### config.mk
export PLATFORM = sky130hd
export DESIGN_NAME = pc_fetch_seq
export DESIGN_NICKNAME = d
export VERILOG_FILES = /design/src/rtl/pc_fetch_seq.sv
export SDC_FILE = /design/constraint.sdc
export NUM_CORES = 1
export LEC_CHECK = 0
export ABC_AREA = 1
export BUFFER_PORTS_ARGS = -buffer_cell sky130_fd_sc_hd__buf_2
export CORE_MARGIN = 2
export CORE_UTILIZATION = 33
export DETAILED_ROUTE_END_ITERATION = 7
export SETUP_SLACK_MARGIN = 0.5
export SYNTH_ARGS = -nofsm -noshare
export SYNTH_HDL_FRONTEND = slang
export SYNTH_SLANG_ARGS = --single-unit
### constraint.sdc
create_clock -name clk -period 2 [get_ports clk]
set_input_delay 0.3 -clock clk [delete_from_list [all_inputs] [get_ports clk]]
set_output_delay 0.3 -clock clk [all_outputs]
set_load 0.05 [all_outputs]
### src/rtl/pc_fetch_seq.sv
// -----------------------------------------------------------------------------
// pc_fetch_seq
//   Program-counter register and instruction-fetch sequencer for the
//   multi-cycle, handshaked core. It holds PC[31:2] and issues one word fetch
//   at a time to instruction memory over a valid/ready request channel. It
//   captures the single-cycle read response and presents {inst, inst_pc} to
//   the datapath with a valid/ready handshake. When the datapath accepts an
//   instruction, the PC is loaded with the next-PC word address (npc).
//
// Parameters
//   RESET_PC     word address loaded on reset
//   MEM_TIMEOUT  max cycles spent waiting for a response before fetch_err;
//                0 disables the timeout
//   CNT_W        timeout counter width (MEM_TIMEOUT < 2**CNT_W)
//
// Ports
//   clk, rst_n       clock (rising edge), asynchronous active-low reset
//   imem_req_valid   fetch request valid                      (out)
//   imem_req_ready   memory accepts request                   (in)
//   imem_addr[29:0]  fetch word address, always equal to pc   (out)
//   imem_rsp_valid   read data valid, single-cycle pulse      (in)
//   imem_rsp_data    read data                                (in)
//   inst_valid       instruction valid to datapath            (out)
//   inst_ready       datapath accepts instruction             (in)
//   inst[31:0]       fetched instruction                      (out)
//   inst_pc[29:0]    word address of inst                     (out)
//   npc[29:0]        next PC, sampled only on inst handshake  (in)
//   pc[29:0]         current PC register                      (out)
//   fetch_err        sticky memory-timeout flag               (out)
// -----------------------------------------------------------------------------
module pc_fetch_seq #(
  parameter logic [29:0] RESET_PC    = 30'h0000_0C00,
  parameter int          MEM_TIMEOUT = 255,
  parameter int          CNT_W       = 8
) (
  input  logic        clk,
  input  logic        rst_n,
  output logic        imem_req_valid,
  input  logic        imem_req_ready,
  output logic [29:0] imem_addr,
  input  logic        imem_rsp_valid,
  input  logic [31:0] imem_rsp_data,
  output logic        inst_valid,
  input  logic        inst_ready,
  output logic [31:0] inst,
  output logic [29:0] inst_pc,
  input  logic [29:0] npc,
  output logic [29:0] pc,
  output logic        fetch_err
);

  typedef enum logic [2:0] {
    S_IDLE = 3'd0,
    S_REQ  = 3'd1,
    S_WAIT = 3'd2,
    S_HOLD = 3'd3,
    S_ERR  = 3'd4
  } state_t;

  // Value of cnt on the last permitted WAIT cycle. When the timeout is
  // disabled the cast wraps to all ones, but TIMEOUT_EN masks it off.
  localparam bit               TIMEOUT_EN = (MEM_TIMEOUT != 0);
  localparam logic [CNT_W-1:0] CNT_LAST   = CNT_W'(MEM_TIMEOUT - 1);

  state_t           state;
  logic [CNT_W-1:0] cnt;
  logic             timeout_hit;

  assign timeout_hit = TIMEOUT_EN && (cnt == CNT_LAST);

  // The request address is the PC itself. The PC only changes on the
  // instruction handshake, so the address is stable while a request is
  // waiting for acceptance.
  assign imem_addr = pc;

  // The output flags are registered together with the state, so each one
  // is a clean flop that always equals its state decode.
  always_ff @(posedge clk or negedge rst_n) begin
    if (!rst_n) begin
      state          <= S_IDLE;
      pc             <= RESET_PC;
      inst           <= '0;
      inst_pc        <= '0;
      cnt            <= '0;
      imem_req_valid <= 1'b0;
      inst_valid     <= 1'b0;
      fetch_err      <= 1'b0;
    end else begin
      case (state)
        S_IDLE: begin
          state          <= S_REQ;
          imem_req_valid <= 1'b1;
        end

        // A response arriving in the same cycle the request is accepted is
        // not legal. It is dropped here because responses are only looked
        // at in WAIT.
        S_REQ: begin
          if (imem_req_ready) begin
            state          <= S_WAIT;
            imem_req_valid <= 1'b0;
            cnt            <= '0;
          end
        end

        // When a response and a timeout land in the same cycle, the
        // response wins.
        S_WAIT: begin
          if (imem_rsp_valid) begin
            inst       <= imem_rsp_data;
            inst_pc    <= pc;
            state      <= S_HOLD;
            inst_valid <= 1'b1;
          end else begin
            cnt <= cnt + 1'b1;
            if (timeout_hit) begin
              state     <= S_ERR;
              fetch_err <= 1'b1;
            end
          end
        end

        // npc is taken verbatim, with no alignment or wrap handling.
        S_HOLD: begin
          if (inst_ready) begin
            pc             <= npc;
            state          <= S_REQ;
            inst_valid     <= 1'b0;
            imem_req_valid <= 1'b1;
          end
        end

        // Terminal state: only reset leaves it. pc is frozen.
        S_ERR: begin
          state <= S_ERR;
        end

        default: begin
          state          <= S_IDLE;
          imem_req_valid <= 1'b0;
          inst_valid     <= 1'b0;
        end
      endcase
    end
  end

endmodule

==> summary.md, run 1 <==
| Metric | Value |
|---|---|
| Initial DRC Count | `170` |
| Required @ worst endpoint | `1.70 ns` |
| Layout fillers | `about 1400` |
| WP data arrival | `1.13 ns` |
| Outcome | `completed` |
| Die ar. | `15000 um^2` |
| #FFs+latches synth | `between 100 and 150` |
| CTS buffer count | `9` |
| Most common cell after layout, fill and taps aside | `nand2_1` |
| Num ports | `192` |
| Time the worst path needs with I/O delays and setup | `1.429 ns` |
| Vias post-DR | `between 3000 and 4000` |
| Hold Vio Cnt, Final | `0` |
| Worst-margin pin slew | `0.4769 ns` |
| Pin count of the biggest net entering global routing | `43` |
| Vias in the first global route | `around 3600` |
| Share of cells above drive strength 1 | `0.3371` |
| First-pass GRT wire length | `17440 um` |
| Reg-to-reg slack, setup | `between 0.6 and 0.7 ns` |
| Highest-count cells in the layout ignoring fill and taps | `nand2_1, buf_2, dfrtp_1` |
| Gr usage total | `0.1492` |
| Final setup viols | `0` |
| Die H | `122.5 um` |
| Initial antenna violation count | `0` |
| Diode count | `0` |
| Clk_skew | `between 0.005 and 0.006 ns` |
| Post-synthesis sequential area ratio | `0.5732` |
| Per-cell routed wire length | `approximately 13 um` |
| Core Region | `between 10000 and 15000 um^2` |
| Vias per cell | `about 4.5` |
| Nets | `770` |
| Final slew viol count | `0` |
| DRC | `0` |
| CP top delay family | `flip-flops` |
| Worst hold slack | `0.1447 ns` |
| Period utilization | `0.7145` |
| Num rows | `43` |
| Critical path buffer and inverter count | `1` |
| Die X-Extent | `122.5 um` |
| Critical path's largest stage delay | `between 0.5 and 0.6 ns` |
| CP max FO | `4` |
| Layout area overhead | `27.09%` |
| Post-route ant nets | `0` |
| H-Tree Depth | `3` |
| Syn Area/Cell | `8.642 um^2` |
| PortBufs | `191` |
| Util after Layout | `0.4274` |
| Worst-skew pair later-pin latency | `0.35 ns` |
| Hold WC Path Type | `in2reg` |
| Critical-path top delay cell | `dfstp_2` |
| Total grt overflow | `0` |
| Clk sinks | `about 110` |
| Worst path cell trace | `clkbuf_4` |
| Longest Clk Path Bufs | `2` |
| Final HPWL from detailed placement | `8138 um` |
| Starting Density | `0.3363` |
| MaxCap Viol Count | `0` |
| Worst Setup Start Kind | `flip-flop` |
| Mapped Nets | `605` |
| CTS tree | `done` |
| Crit end category | `primary output` |
| RSZ-0062 raised after global routing | `no` |
| Syn Inst Count | `536` |
| Max Clk Rate | `699.8 MHz` |
| Worst-path clk slew | `0.07 ns` |
| Max transition margin | `0.6821` |
| Post-Syn Area | `4632 um^2` |
| Root Driver | `clkbuf_16` |
| First drt pass iteration count | `4` |
| Post-synthesis cell type count | `24` |
| Synth warnings | `0` |
| Setup TNS | `0 ns` |
| Final WL | `roughly 11000 um` |
| Worst Path Class, Setup | `reg2out` |
| Placer Congestion | `0.7691` |
-- flip-flops by register name (all words and copies together), names as in the netlist --
register and flops:
cnt 8, inst_valid 1, state 3, fetch_err 1
inst 32, imem_addr 30, inst_pc 30, imem_req_valid 1
-- final cells by class --
class / count / area [um^2] / area share
Sequential cell: 106 / 2656 / 0.4512
Clock inverter: 7 / 91.34 / 0.01552
Inverter: 13 / 48.80 / 0.008289
Tap cell: 180 / 225.2 / 0.03826
Multi-Input combinational cell: 364 / 1524 / 0.2589
Clock buffer: 9 / 225.2 / 0.03826
Timing Repair Buffer: 207 / 1116 / 0.1896
-- synthesized netlist by cell type --
cell,number,share of area
dfstp_2,2,0.011
a21oi_1,2,0.0022
o21ai_1,2,0.0022
nor2_4,1,0.0024
nand2_1,288,0.23
xnor2_1,1,0.0019
o21bai_1,2,0.0032
xor2_1,2,0.0038
inv_2,4,0.0032
buf_4,30,0.049
nor2_2,1,0.0014
buf_2,6,0.0065
clkbuf_1,3,0.0024
o21ai_0,3,0.0032
ha_1,2,0.0054
o21ai_2,3,0.0057
nand2_2,1,0.0014
dfrtp_1,104,0.56
nor2_1,13,0.011
buf_6,14,0.034
nand3b_1,1,0.0016
nand3_2,1,0.0022
nand3_1,41,0.044
inv_1,9,0.0073
-- logic make-up (layout without fill, tap and decap cells) --
family          Yosys count  count (layout)  synth area share
simple gates            347             347            0.2971
flops                   106             106            0.5732
buf+inv                  66             236            0.1021
compound gates           12              12           0.01648
xor+xnor                  3               3          0.005674
fa+ha+maj                 2               2          0.005402
-- per-layer routing --
layer	GRT usage	share of wire	up-vias
li1	-	-	1950
met3	0.03299	0.077	14
met5	0	0	-
met2	0.2420	0.47	149
met4	0.06394	0.018	0
met1	0.1922	0.44	1831
-- metrics by stage --
stage | worst slack [ns] | cells | cell area, um^2
6_report | 0.5711 | 886 | 5887
5_1_grt | 0.4791 | 886 | 5887
4_1_cts | 0.5155 | 883 | 5829
3_5_place_dp | 0.4138 | 866 | 5494
3_3_place_gp | 0.5111 | 866 | 5494
2_1_floorplan | 0.7611 | 536 | 4632
-- what timing repair did --
item | in CTS | in global routing
setup endpoints to repair | 9 | 43
gates resized for setup | 2 | 11
cloned | 0 | 1
pin swaps | 0 | 1
setup buffers | 0 | 2
endpoints found under the hold margin | 32 | 0
hold buffers | 1 | 0
-- worst paths after layout --
| check | end | cells past startpoint | start |
|---|---|---|---|
| worst min-delay path | inst[31] | 3 | imem_rsp_data[31] |
| worst max-delay path | pc[10] | 1 | imem_addr[10] |
| worst min register to register | inst_pc[29] | 2 | inst_pc[29] |
| max in group asynchronous | inst[25] | 3 | rst_n |
| worst max register to register | state[2] | 9 | state[2] |
| min in group asynchronous | inst_pc[25] | 2 | rst_n |
Power of run 1 is left out: the tool's default activity adds up to more than one toggle a clock period on the data nets, which glitch-free logic cannot reach.
==> run 2, diff against run 1 <==
==> constraint.sdc (replaced) <==
create_clock -name clk -period 1.34 [get_ports clk]
set_input_delay 0.201 -clock clk [delete_from_list [all_inputs] [get_ports clk]]
set_output_delay 0.201 -clock clk [all_outputs]
set_load 0.05 [all_outputs]
==> run 2 against run 1 <==
Effect of this change: the flow now finishes with violations (setup timing); critical path depth increased by 7; first-iteration DRC count increased by 63%; register-to-register slack got worse by 0.69 ns; sequential share of layout area decreased by 17 points.
==> summary.md, run 2 (synthesis gave the netlist of run 1 again) <==
| Metric | Value |
|---|---|
| Seq. cell area | `2699 um^2` |
| Die ar. | `15000 um^2` |
| Hold Vio Cnt, Final | `0` |
| Max transition margin | `0.6589` |
| Pre-CTS WS | `-0.04890 ns` |
| WHS Path Cells | `3` |
| Max reg flops | `32` |
| Die H | `122.5 um` |
| Final setup viols | `just over 80` |
| Most flops, register | `inst` |
| Wire length on met1 | `~7000 um` |
| Initial antenna violation count | `0` |
| WP data arrival | `1.66 ns` |
| RR Startpoint | `state[2]` |
| MaxCap Viol Count | `0` |
| Layout area overhead | `104.1%` |
| Clk sinks | `106` |
| Total grt overflow | `0` |
| Sw Share | `0.4808` |
| Comb pwr share | `0.682` |
| Reg-to-reg slack, setup | `-0.08 ns` |
| Starting Density | `0.3363` |
| Num rows | `43` |
| Peak VDD IR | `1.718 mV` |
| Max Clk Rate | `a little over 700 MHz` |
| Highest-count cells in the layout ignoring fill and taps | `nand2_1, buf_4, nand2_2` |
| Final slew viol count | `0` |
| Core Region | `13770 um^2` |
| Vias post-DR | `4913` |
| Part of the power in registers | `0.221` |
| Met3 WL | `933 um` |
| Worst-skew pair later-pin latency | `0.35 ns` |
| Per-cell routed wire length | `between 15 and 20 um` |
| Outcome | `complete, but fails checks` |
| Die X-Extent | `~120 um` |
| Vias per cell | `4.779` |
| Worst-path clk slew | `0.07 ns` |
| Area occupied by multi-input gates | `2281 um^2` |
| Clk_skew | `~0.0071 ns` |
| CP max FO | `3` |
| Required @ worst endpoint | `1.58 ns` |
| Period utilization | `1.061` |
| Post-Layout Cell Count | `1028` |
| First drt pass iteration count | `4` |
| Leak | `4.894 nW` |
| P_sw | `13.47 mW` |
| Placed cells | `876` |
| Pin count of the biggest net entering global routing | `40` |
| Max layer used | `met4` |
| Final WL | `around 18000 um` |
| Worst-margin pin slew | `about 0.51 ns` |
| Final WS setup | `-0.08127 ns` |
| First-pass GRT wire length | `24970 um` |
| Time the worst path needs with I/O delays and setup | `1.421 ns` |
| CTS tree | `done` |
| PortBufs | `191` |
| Worst Path Class, Setup | `reg2reg` |
| Initial DRC Count | `between 200 and 300` |
| Longest Clk Path Bufs | `2` |
| Worst Setup Start Kind | `flip-flop` |
| FF-to-FF End | `state[1]` |
| Final HPWL from detailed placement | `around 8400 um` |
| RSZ-0062 raised after global routing | `yes` |
| Power Dens Cells | `2964 nW/um^2` |
| Layout fillers | `939` |
| H-Tree Depth | `3` |
| Crit end category | `flip-flop` |
| Setup TNS | `-2.901 ns` |
| Met2 WL | `10220 um` |
| Num ports | `between 150 and 200` |
| Root Driver | `clkbuf_16` |
| Vias in the first global route | `4871` |
| Gr usage total | `0.2210` |
| Min-delay src | `imem_rsp_data[3]` |
| Most common cell after layout, fill and taps aside | `nand2_1` |
| Hold WC Path Type | `in2reg` |
| Nets | `slightly above 900` |
| Share of cells above drive strength 1 | `0.6824` |
| DRC | `0` |
| Hold EP | `inst[3]` |
| CTS buffer count | `9` |
| Crit. Startpoint | `state[2]` |
| Violated checks | `setup timing` |
| Pint | `14.55 mW` |
| Clock network power share | `0.097` |
| R2r worst-path depth | `8` |
| Placer Congestion | `0.7769` |
| Tot Pwr | `28.02 mW` |
| Post-route ant nets | `0` |
[run 2: cell count changes in the layout (fill, tap and decap cells not counted), sizes merged]
cell,change
buf,+143
bufinv,-1
clkbuf,-1
clkinv,-1
clkinvlp,+1
diode,+1
[run 2: power by group through the flow]
stage / sequential (mW) / combinational [mW] / clock (mW)
2_1_floorplan: 10.2 / 4.88 / 0
3_3_place_gp: 5.60 / 10.8 / 0
3_5_place_dp: 5.65 / 10.9 / 0
4_1_cts: 6.01 / 17.0 / 2.77
5_1_grt: 6.30 / 19.9 / 2.94
6_report: 6.19 / 19.1 / 2.72
[run 2: metrics by stage]
stage	hold WS (ns)	cell area (um^2)	utilization
finish	0.04704	9453	0.6863
CTS	0.03113	8589	0.6236
detailed placement	0.1247	5674	0.4120
global placement	0.1243	5674	0.4120
global route	0.05160	9450	0.6861
floorplan	-0.09459	4915	-
[run 2: critical path, cell delays in order, from the launching register on]
cell and delay, ns:
dfrtp_2 0.45, buf_6 0.14, nor2_4 0.12, nand3b_1 0.17
buf_4 0.19, nand2_4 0.07, inv_4 0.05, nand3_1 0.07
nand2_1 0.06
[run 2: how the worst max path moves through the flow]
stage	end	slack, ns
floorplan	cnt[6]	0.19
global placement	imem_addr[2]	-0.004
detailed placement	imem_addr[1]	-0.05
CTS	pc[11]	-0.03
global route	state[1]	-0.13
finish	state[1]	-0.08
[run 2: final cells by class]
| class | instances | share of cell area |
|---|---|---|
| clock inverter | 6 | 0.006750 |
| timing repair buffer | 348 | 0.4103 |
| multi-input combinational | 364 | 0.2413 |
| sequential | 106 | 0.2855 |
| inverter | 13 | 0.006750 |
| clock buffer | 10 | 0.02528 |
| antenna | 1 | 0.0002647 |
| tap | 180 | 0.02383 |
[run 2: timing repair]
action | in CTS | in global routing
hold buffers | 1 | 0
cloned | 18 | 2
buffers inserted | 84 | 30
pin swaps | 57 | 79
gates resized for setup | 434 | 152
hold endpoints to repair | 16 | 0
setup endpoints to repair | 231 | 306
[run 2: per-layer routing]
metal  track usage  vias to the layer above
met5             0                        -
li1              -                     2243
met1        0.2596                     2449
met2        0.3934                      187
met4       0.09124                        0
met3       0.04368                       34
(Power assumes the default switching activity.)
==> run 3, diff against run 2 <==
--- a/config.mk
+++ b/config.mk
@@ -5,7 +5,6 @@
 export SDC_FILE = /design/constraint.sdc
 export NUM_CORES = 1
 export LEC_CHECK = 0
-export ABC_AREA = 1
 export BUFFER_PORTS_ARGS = -buffer_cell sky130_fd_sc_hd__buf_2
 export CORE_MARGIN = 2
 export CORE_UTILIZATION = 33
==> run 3 against run 2 <==
Effect of this change: the run ends with hold timing, setup timing left; critical path depth decreased by 5; utilization is 8.1 points lower; non-clock buffer count decreased by 63; first-iteration DRC count is 42% lower; worst setup slack worse by 0.21 ns; clock-buffer cell count shrank 1; synthesized cell count decreased by 44%; global-route usage is 5.5 points lower; largest cell class unchanged; highest routed layer unchanged.
==> summary.md, run 3 <==
| Metric | Value |
|---|---|
| CTS tree | `done` |
| Post-synthesis cell type count | `36` |
| Pin count of the biggest net entering global routing | `39` |
| Max transition margin | `0.7592` |
| Die H | `119.8 um` |
| Num rows | `42` |
| Crit end category | `flip-flop` |
| Core Region | `13190 um^2` |
| Placer Congestion | `0.7537` |
| Critical path buffer and inverter count | `0` |
| Simple-gate portion of the synthesized area | `0.05372` |
| Hold Vio Cnt, Final | `19` |
| Nets | `623` |
| Die X-Extent | `around 120 um` |
| Vias post-DR | `3411` |
| Worst-path clk slew | `0.08 ns` |
| Syn Area/Cell | `14.65 um^2` |
| Worst path cell trace | `or4b_4 > or4_1 > nand3_1` |
| Final slew viol count | `0` |
| WP data arrival | `1.92 ns` |
| Vias per cell | `4.641` |
| Final WL | `13240 um` |
| Layout area overhead | `80.44%` |
| Highest-count cells in the layout ignoring fill and taps | `mux2_4, buf_4, dfrtp_1` |
| Num ports | `192` |
| Initial antenna violation count | `0` |
| Met2 usage | `0.2854` |
| CTS buffer count | `9` |
| Synth area leaders | `dfrtp_1, mux2_2, buf_4` |
| CP max FO | `6` |
| Worst-skew pair later-pin latency | `0.35 ns` |
| FFs w/ async S/R, synth | `1.000` |
| Required @ worst endpoint | `1.62 ns` |
| Diode count | `0` |
| Final setup viols | `103` |
| Initial DRC Count | `160` |
| Vias in the first global route | `approximately 3500` |
| Largest family of logic cells by synthesized area | `multiplexers` |
| Most common cell after layout, fill and taps aside | `mux2_4` |
| Starting Density | `0.3355` |
| Seq. cell area | `2693 um^2` |
| Worst Setup Start Kind | `flip-flop` |
| Clk sinks | `106` |
| Worst-margin pin slew | `0.3574 ns` |
| Total grt overflow | `0` |
| Hold WC Path Type | `in2async` |
| Final HPWL from detailed placement | `between 7000 and 8000 um` |
| Xor-xnor portion of the synthesized cell area | `0` |
| Synth Area in Compound Gates | `0.02799` |
| Critical-path top delay cell | `or4b_4` |
| Clk_skew | `0.007232 ns` |
| Mapped Nets | `371` |
| Post-route ant nets | `0` |
| Longest Clk Path Bufs | `2` |
| Max reg flops | `32` |
| Grt met1 use | `0.2051` |
| EDFF count, synth | `0` |
| Worst Path Class, Setup | `reg2reg` |
| Max Clk Rate | `613.3 MHz` |
| Top cell type's share of synthesized area | `0.5881` |
| First drt pass iteration count | `4` |
| Post-synthesis adder-cell area fraction | `0.005655` |
| Root Driver | `clkbuf_16` |
| Busiest metal layer after global routing | `met2` |
| Time the worst path needs with I/O delays and setup | `1.631 ns` |
| Critical path's largest stage delay | `~0.56 ns` |
| Syn Inst Count | `302` |
| Violated checks | `hold timing, setup timing` |
| Per-cell routed wire length | `18.01 um` |
| Post-Syn Area | `4425 um^2` |
| Top-count cell post-synth | `dfrtp_1` |
| MaxCap Viol Count | `0` |
| Synth top cells by count | `dfrtp_1, mux2_2, buf_4` |
| Share of cells above drive strength 1 | `0.7907` |
| RSZ-0062 raised after global routing | `yes` |
| Worst hold slack | `-0.2538 ns` |
| Pre-CTS WS | `-0.3387 ns` |
| Post-synthesis mux area share | `0.2341` |
| Layout fillers | `951` |
| Grt met3 use | `0.04135` |
| Top FF cell, synth | `dfrtp_1` |
| DRC | `0` |
| Period utilization | `1.217` |
| H-Tree Depth | `3` |
| Gr usage total | `0.1662` |
| Most flops, register | `inst` |
| Outcome | `complete, but fails checks` |
| PortBufs | `191` |
| Die ar. | `14350 um^2` |
| Area occupied by multi-input gates | `1841 um^2` |
| Synth warnings | `0` |
| Area leader, netlist | `dfrtp_1` |
| First-pass GRT wire length | `18580 um` |
| Final WS setup | `-0.2906 ns` |
| Post-synthesis sequential area ratio | `0.5999` |
| #FFs+latches synth | `between 100 and 150` |
| CP top delay family | `simple AND/OR/NAND/NOR gates` |
-- run 3: changes by cell type after synthesis, moves of 7 or more --
cell / previous run / this run
buf_6: 14 / 7
nand2_1: 288 / 4
nor2_1: 13 / 1
nand3_1: 41 / 10
inv_1: 9 / 2
mux2_2: 0 / 87
-- run 3: area by class of cell --
type | instances | share of cell area
Sequential cell | 106 | 0.3372
Clock buffer | 9 | 0.02820
Tap cell | 176 | 0.02758
Multi-Input combinational cell | 150 | 0.2305
Inverter | 2 | 0.0009401
Clock inverter | 7 | 0.01269
Timing Repair Buffer | 285 | 0.3629
-- run 3: final timing paths --
kind                                   from       endpoint  slack (ns)  cells after the start
hold reg to reg                   fetch_err      fetch_err        0.51                      1
setup / recovery                   state[0]         cnt[6]       -0.29                      3
max in group asynchronous             rst_n  imem_addr[12]        1.05                      2
min in group clk           imem_rsp_data[7]        inst[7]        0.08                      2
setup reg to reg                   state[0]         cnt[6]       -0.29                      3
hold / removal                        rst_n        inst[6]       -0.25                      1
-- run 3: kinds of logic (layout without fill, tap and decap cells) --
kind of cell,after synthesis,in the layout
AO/OA/AOI/OAI,18,18
adder cells (fa/ha/maj),2,2
buffers and inverters,46,303
flip-flops,106,106
multiplexers,92,92
AND/OR/NAND/NOR,38,38
-- run 3: per-stage QoR --
step	hold slack, ns	instances	util	instance area, um^2	setup TNS, ns
finish	-0.2538	735	0.6054	7985	-20.46
floorplan	-0.09459	302	-	4865	-20.46
detailed placement	0.1282	645	0.4280	5645	-24.40
CTS	-0.2599	698	0.5507	7264	-22.08
global route	-0.2432	735	0.6054	7985	-26.94
global placement	0.1226	645	0.4280	5645	-22.72
-- run 3: repair_timing --
| action | 4_1_cts | 5_1_grt |
|---|---|---|
| gates cloned | 3 | 3 |
| setup buffers | 34 | 34 |
| pin swaps | 2 | 5 |
| hold endpoints to repair | 19 | 19 |
| gates resized for setup | 295 | 98 |
| setup endpoints to repair | 231 | 231 |
-- run 3: layer usage --
layer,vias to the layer above,wire length (um),share of wire
met5,-,0,0
met4,0,157,0.012
met3,12,661,0.050
met2,121,6977,0.53
met1,1735,5442,0.41
li1,1543,-,-
Power of run 3 is left out for the same reason.
